--- src/rtl/toggle_pkg.sv ---
// Shared types and default sizing for the toggle-pulse receiver.
package toggle_pkg;

  localparam int unsigned SyncStagesDef = 2;
  localparam int unsigned CntWDef       = 8;

  typedef enum logic [1:0] {
    IDLE = 2'd0,
    PEND = 2'd1,
    ACK  = 2'd2
  } state_e;

endpackage

--- src/rtl/toggle_dff.sv ---
// Single D flop with synchronous active-high reset to 0; the building block of the synchronizer.
module toggle_dff (
  input  logic clk_i,
  input  logic rst_i,
  input  logic d_i,
  output logic q_o
);

  always_ff @(posedge clk_i) begin
    if (rst_i) begin
      q_o <= 1'b0;
    end else begin
      q_o <= d_i;
    end
  end

endmodule

--- src/rtl/toggle_sync.sv ---
// Multi-stage synchronizer for the asynchronous request toggle line.
module toggle_sync
  import toggle_pkg::*;
#(
  parameter int unsigned SYNC_STAGES = SyncStagesDef
) (
  input  logic clk_i,
  input  logic rst_i,
  input  logic d_i,
  output logic q_o
);

  logic [SYNC_STAGES:0] chain;

  assign chain[0] = d_i;

  for (genvar i = 0; i < SYNC_STAGES; i++) begin : g_stage
    toggle_dff u_dff (
      .clk_i (clk_i),
      .rst_i (rst_i),
      .d_i   (chain[i]),
      .q_o   (chain[i+1])
    );
  end

  assign q_o = chain[SYNC_STAGES];

endmodule

--- src/rtl/toggle_pulse_rx.sv ---
// Receiver side of a toggle handshake: detects Tog level changes, counts them, holds one
// event (plus a one-deep queue) until Take, and returns each accepted event on AckTog.
module toggle_pulse_rx
  import toggle_pkg::*;
#(
  parameter int unsigned SYNC_STAGES = SyncStagesDef,
  parameter int unsigned CNT_W       = CntWDef
) (
  input  logic             Clk,
  input  logic             rst,
  input  logic             Tog,
  input  logic             Take,
  output logic             Pulse,
  output logic             Pend,
  output logic             AckTog,
  output logic [CNT_W-1:0] Cnt,
  output logic             Ovr
);

  logic tog_sync;
  logic tog_prev_q;
  logic edge_det;

  state_e state_q, state_d;

  logic             qd_q, qd_d;
  logic             ovr_q, ovr_d;
  logic             ack_tog_q, ack_tog_d;
  logic             pulse_q;
  logic             pend_q;
  logic [CNT_W-1:0] cnt_q, cnt_d;

  toggle_sync #(
    .SYNC_STAGES (SYNC_STAGES)
  ) u_sync (
    .clk_i (Clk),
    .rst_i (rst),
    .d_i   (Tog),
    .q_o   (tog_sync)
  );

  assign edge_det = tog_sync ^ tog_prev_q;

  // State register
  always_ff @(posedge Clk) begin
    if (rst) begin
      state_q <= IDLE;
    end else begin
      state_q <= state_d;
    end
  end

  // Next-state logic
  always_comb begin
    state_d = state_q;
    unique case (state_q)
      IDLE:    if (edge_det) state_d = PEND;
      PEND:    if (Take) state_d = ACK;
      ACK:     state_d = (qd_q || edge_det) ? PEND : IDLE;
      default: state_d = IDLE;
    endcase
  end

  // Queue, overrun, counter and acknowledge next-state
  always_comb begin
    qd_d      = qd_q;
    ovr_d     = ovr_q;
    ack_tog_d = ack_tog_q;
    cnt_d     = edge_det ? cnt_q + CNT_W'(1) : cnt_q;
    case (state_q)
      PEND: begin
        if (edge_det) begin
          // With Take the current event leaves, so the new one only overruns a full queue.
          if (!qd_q) begin
            qd_d = 1'b1;
          end else if (!Take) begin
            ovr_d = 1'b1;
          end else begin
            ovr_d = 1'b1;
          end
        end
      end
      ACK: begin
        qd_d = 1'b0;
        if (edge_det && qd_q) ovr_d = 1'b1;
      end
      default: ;
    endcase
    if (state_q != ACK && state_d == ACK) ack_tog_d = ~ack_tog_q;
  end

  // Registered outputs and datapath state
  always_ff @(posedge Clk) begin
    if (rst) begin
      tog_prev_q <= 1'b0;
      qd_q       <= 1'b0;
      ovr_q      <= 1'b0;
      ack_tog_q  <= 1'b0;
      pulse_q    <= 1'b0;
      pend_q     <= 1'b0;
      cnt_q      <= '0;
    end else begin
      tog_prev_q <= tog_sync;
      qd_q       <= qd_d;
      ovr_q      <= ovr_d;
      ack_tog_q  <= ack_tog_d;
      pulse_q    <= edge_det;
      pend_q     <= (state_d == PEND);
      cnt_q      <= cnt_d;
    end
  end

  assign Pulse  = pulse_q;
  assign Pend   = pend_q;
  assign AckTog = ack_tog_q;
  assign Cnt    = cnt_q;
  assign Ovr    = ovr_q;

endmodule
--- config.mk ---
export PLATFORM = sky130hd
export DESIGN_NAME = toggle_pulse_rx
export DESIGN_NICKNAME = d
export VERILOG_FILES = /design/src/rtl/toggle_pkg.sv /design/src/rtl/toggle_dff.sv /design/src/rtl/toggle_sync.sv /design/src/rtl/toggle_pulse_rx.sv
export SDC_FILE = /design/constraint.sdc
export NUM_CORES = 1
export LEC_CHECK = 0
export ABC_AREA = 1
export CAP_MARGIN = 20
export CORE_UTILIZATION = 48
export DETAILED_ROUTE_END_ITERATION = 6
export PLACE_DENSITY = 0.86
export SLEW_MARGIN = 15
export SYNTH_ARGS = -nofsm -noshare
export SYNTH_HDL_FRONTEND = slang
export SYNTH_HIERARCHICAL = 1
export SYNTH_SLANG_ARGS = --single-unit
--- constraint.sdc ---
create_clock -name Clk -period 1.4 [get_ports Clk]
set_input_delay 0.42 -clock Clk [delete_from_list [all_inputs] [get_ports Clk]]
set_output_delay 0.42 -clock Clk [all_outputs]
set_load 0.05 [all_outputs]
## After elaboration in Yosys (flattened, before gate mapping)

Cells that the tools add are included.

| word-level totals | value |
|---|---|
| word-level logic and storage cells | 38 |
| register bits | 18 |
| input bits | 4 |
| output and inout bits | 12 |

| operators by class | value |
|---|---|
| add/sub/neg operators | 1 |
| equal/unequal tests | 8 |
| bitwise gates (word level) | 2 |
| muxes and demuxes | 10 |
| reduce and logical (&&, ||, !) cells | 7 |

Operators with widths:

| kind | count |
|---|---|
| 8-bit by 1-bit adder with 8-bit output (second input constant) | 1 |
| 2-bit != test (second input constant) | 4 |
| 2-bit one-hot mux with 3 select lines | 1 |
| 1-bit 2-to-1 mux | 5 |
| 2-bit by 1-bit == test with 1-bit output (second input constant) | 2 |
| 2-bit == test (second input constant) | 2 |
| 2-bit 2-to-1 mux | 2 |
| 1-bit one-hot mux with 2 select lines | 2 |
| 4-bit AND reduction | 1 |
| 1-bit logical AND | 2 |
| 2-bit zero test | 1 |
| 2-bit AND reduction | 1 |
| 2-bit nonzero test | 1 |
| 1-bit logical OR | 1 |
| 1-bit inverter | 1 |
| 1-bit XOR | 1 |

## Longest topological paths before layout

| depth | value |
|---|---|
| depth in word-level cells | 6 |
| gate-level depth with buffers | 8 |
| mapped depth without buffers | 8 |

## Cells and area by module

Netlist, hierarchy kept.

By module, submodules not included:

| module | sequential area each (um^2) | cells each | area an instance (um^2) | times used |
|---|---|---|---|---|
| toggle_pulse_rx | 320.3 | 95 | 715.7 | 1 |
| toggle_dff | 20.0 | 3 | 30.0 | 2 |

## Worst setup path after synthesis

No wires, ideal clock.

| timing | value |
|---|---|
| path kind | reg2reg |
| start point | register cnt_q[1], in the netlist Cnt[1] |
| end point | register cnt_q[4], in the netlist Cnt[4] |
| setup time | 0.068 ns |
| clock period less this slack | 1.491 ns |
| stages on the path, launching flop included | 7 |
| data arrival time | 1.423 ns |
| path buffers | 0 |
| required time | 1.332 ns |
| setup slack | -0.091 ns |
| cells stage by stage | dfxtp_1 ha_1 inv_1 nor2_2 xor2_1 nand2_1 a21oi_2 |

| on the way | value |
|---|---|
| word-level cells in the longest chain between the ends | 1 |

Ends and longest elaborated chain:

| element | line | text |
|---|---|---|
| start: declaration | toggle_pulse_rx.sv:31 | `logic [CNT_W-1:0] cnt_q, cnt_d;` |
| start signal: assignment | toggle_pulse_rx.sv:109 | `cnt_q <= cnt_d;` |
| 8-bit by 1-bit adder with 8-bit output | toggle_pulse_rx.sv:69 | `cnt_d = edge_det ? cnt_q + CNT_W'(1) : cnt_q;` |

Every way passes these cells.
A chain may end at the register's enable or synchronous reset.

## Worst setup path in the final report

| timing | value |
|---|---|
| start point | register cnt_q[5], in the netlist Cnt[5] |
| end point | output port Cnt[5] |

RTL lines:

| element | line | text |
|---|---|---|
| end: declaration | toggle_pulse_rx.sv:16 | `output logic [CNT_W-1:0] Cnt,` |

No word-level cell between the ends.

==> flow_summary.yaml <==
worst_setup_path:
  critical_path_arrival_ns: 0.93
  crit_cells: 1
  worstSetupPathType: "flop to output pin"
  cp_max_fo: 5
  cp.required_ns: 0.98
  crit_path_start_kind: "flop"
  cpLargestDelayFamily: "flip-flops"
  crit_chain: "buf_12"
  r2r_end: "Cnt[4]"
  number_of_cells_on_the_worst_reg_to_reg_path: 6
  critPathBufInv: 1
  worst_path_max_delay_cell: "sky130_fd_sc_hd__dfxtp_1"
  cpPeakStageDelay_ns: 0.46
  r2r_slack_ns: 0.15
  critical_path.endpoint_type: "output pin"
  r2r_start: "Cnt[1]"
  crit_path_start: "Cnt[5]"
  endpoint: "Cnt[5]"
layout:
  num_antenna_cells: 0
  most_common_library_cell_in_the_layout_ignoring_fill_and_taps: "sky130_fd_sc_hd__nand2_1"
  total_area_of_multi_input_combinational_cells_um2: 359
  most-common-layout-cells: "sky130_fd_sc_hd__nand2_1, sky130_fd_sc_hd__inv_1, sky130_fd_sc_hd__nor2_1, sky130_fd_sc_hd__dfxtp_1, sky130_fd_sc_hd__buf_12"
  seqCellArea_um2: 368
  filler_cell_count: 121
  design.final.nets: 126
  fraction_of_final_layout_cells_sized_beyond_drive_strength_1_pct: 31.7
  areaGrowthSynthToFinish_pct: 43.5
  finish.instance_area_um2: 1110
global_route:
  first_global_vias: 721
  initial_antenna_violation_count: 0
  grt_util_all_layers_pct: 21.3
  grt_first_pass_wirelength_um: 2830
  maximum_number_of_pins_on_one_net_before_global_route_repair: 13
  global_route.overflow_total: 0
floorplan:
  io_pins: 16
  placementRows: 14
  chip_width_um: 42.2
  die_h_um: 42.2
  core_um2: 1510
  fp.dieArea_um2: 1780
  start_util_pct: 51.5
power_and_ir_drop:
  power.static_leakage_nw: 0.448
  ir_worst_vdd_uv: 758
  power.switching_uw: 257
  internal_power_uw: 743
  seq_power_share_pct: 54.3
  power.clock.fraction_pct: 32.7
  power.share.switching_pct: 25.7
  power.share.combinational_pct: 12.9
  power_density_nw_per_um2: 898
sta:
  clock_skew_ns: 0.00169
  post-route-period-util_pct: 96.6
  rsz_0062_raised_after_global_routing: "no"
  maxClockFrequency_mhz: 740
  final_critical_path_time_including_i_o_delays_and_setup_ns: 1.35
  finalHoldViolCount: 0
  fin_tns_setup_ns: 0
  relSlewSlack_pct: 84.8
  slew_viol_final: 0
  max_slew.worst_pin.slew_ns: 0.228
  setup-violations-final: 0
clock_network:
  cts.root.buffer_cell: "sky130_fd_sc_hd__clkbuf_4"
  cts-buffers-inserted: 3
  cts_tree: "yes"
  postCtsHoldBufs: 0
  skew_pair_late_insertion_delay_ns: 0.30
  cts_buffer_depth: 2
  worst_setup_hold_path_clk_slew_ns: 0.10
  clock_tree.htree_level_count: 1
  cts_num_sinks: 18
synthesis:
  syn_inst: 101
  synth.ff_latch_count: 18
  yosysWarningCount: 6
  seq_area_frac_synth_pct: 46.5
  synth_area_um2: 776
  netlist-cell-type-count: 23
  avg_inst_size_synth_um2: 7.68
  mappedNetlistNets: 106
drt:
  vias_per_cell: 5.12
  drcViolationCount: 0
  route.antenna.remaining_nets: 0
  firstDrtPassIters: 4
  first_iter_violations: 6
  routed-via-count: 696
  route.final.wire_length_um: 1610
  wl_per_cell_um: 11.8
status:
  outcome: "finished clean"
placement:
  dpl_cell_area_um2: 1070
  numPortBuffers: 15
  place_congestion: 0.778
  dp_hpwl_um: 1230
flow_run:
  drv.max_cap_violation_count: 0
min_path:
  holdCritPathClass: "flop to flop"
## final cells by class
cell class / instances / share of cell area (%)
clock buffer: 4 / 3.26
inverter: 14 / 4.72
multi-input combinational: 68 / 32.2
sequential: 18 / 33.0
tap: 16 / 1.80
timing repair buffer: 16 / 24.9
## routing by layer
metal  part of all wire [%]  wire length, µm  global-route usage [%]  vias to the layer above
li1                       -                -                       -                      355
met1                     40              642                    21.5                      320
met2                     54              872                    40.3                       16
met3                    3.0               49                    2.59                        5
met4                    2.7               44                    13.1                        0
met5                      0                0                       0                        -
## what timing repair did
action                                  in CTS  in global routing
cloned                                       0                  0
endpoints found under the setup margin       1                  3
gates resized for setup                      1                  3
setup buffers                                0                  0
## worst reg2reg max path: cells and delay by family, from the launching register on
| family | cells | cell delay (ns) |
|---|---|---|
| compound gates | 1 | 0.11 |
| xor+xnor | 1 | 0.16 |
| fa+ha+maj | 1 | 0.22 |
| buf+inv | 1 | 0.09 |
| flops | 1 | 0.41 |
| simple gates | 2 | 0.20 |
## sequential cells by signal, indices dropped and copies added, names as in the netlist
register,count
Ovr,1
Pend,1
tog_prev_q,1
state_q,2
AckTog,1
u_sync/g_stage.u_dff/q_o,2
Cnt,8
Pulse,1
qd_q,1
## logic make-up (layout without fill, tap and decap cells)
kind of cell,after synthesis,in the layout,synth area share (%)
AO/OA/AOI/OAI,14,14,11.9
XOR/XNOR,2,2,2.26
adder cells (fa/ha/maj),1,1,1.61
buffers and inverters,15,34,7.26
flip-flops,18,18,46.5
AND/OR/NAND/NOR,51,51,30.5
## metrics by stage
| stage | utilization (%) | instances | hold WS (ns) | setup slack (ns) | power, mW |
|---|---|---|---|---|---|
| finish | 73.9 | 136 | 0.422 | 0.0479 | 1.00 |
| global placement | 71.2 | 132 | 0.402 | 0.0471 | 0.678 |
| CTS | 73.7 | 136 | 0.426 | 0.00469 | 1.00 |
| global route | 73.9 | 136 | 0.448 | 0.00974 | 1.04 |
| floorplan | - | 101 | 0.402 | 0.0283 | 0.621 |
| detailed placement | 71.2 | 132 | 0.411 | -0.0263 | 0.685 |
## power by group through the flow
stage | clock [mW] | sequential [mW] | combinational [mW]
2_1_floorplan | 0 | 0.578 | 0.0431
3_3_place_gp | 0 | 0.554 | 0.124
3_5_place_dp | 0 | 0.555 | 0.130
4_1_cts | 0.331 | 0.543 | 0.130
5_1_grt | 0.355 | 0.546 | 0.138
6_report | 0.327 | 0.543 | 0.129
## synth_stat cells (all sizes together)
| master | n | area (µm²) |
|---|---|---|
| a21oi | 4 | 27.5 |
| a22oi | 1 | 7.51 |
| a31oi | 3 | 18.8 |
| clkbuf | 1 | 3.75 |
| dfxtp | 18 | 360 |
| ha | 1 | 12.5 |
| inv | 14 | 52.6 |
| nand2 | 24 | 103 |
| nand3 | 5 | 30.0 |
| nand4 | 1 | 6.26 |
| nor2 | 19 | 86.3 |
| nor3 | 1 | 5.00 |
| o21ai | 4 | 20.0 |
| o21bai | 2 | 18.8 |
| or2 | 1 | 6.26 |
| xor2 | 2 | 17.5 |
## worst min-delay path by stage
stage	endpoint	start	slack (ns)	cells after the start
after floorplan	u_sync/g_stage[1].u_dff/q_o	u_sync/g_stage[0].u_dff/q_o	0.40	2
after global placement	u_sync/g_stage[1].u_dff/q_o	u_sync/g_stage[0].u_dff/q_o	0.40	2
after detailed placement	u_sync/g_stage[1].u_dff/q_o	u_sync/g_stage[0].u_dff/q_o	0.41	2
after CTS	u_sync/g_stage[1].u_dff/q_o	u_sync/g_stage[0].u_dff/q_o	0.43	2
after global routing	u_sync/g_stage[1].u_dff/q_o	u_sync/g_stage[0].u_dff/q_o	0.45	2
final	u_sync/g_stage[1].u_dff/q_o	u_sync/g_stage[0].u_dff/q_o	0.42	2
Power figures use the tool's default switching activity.
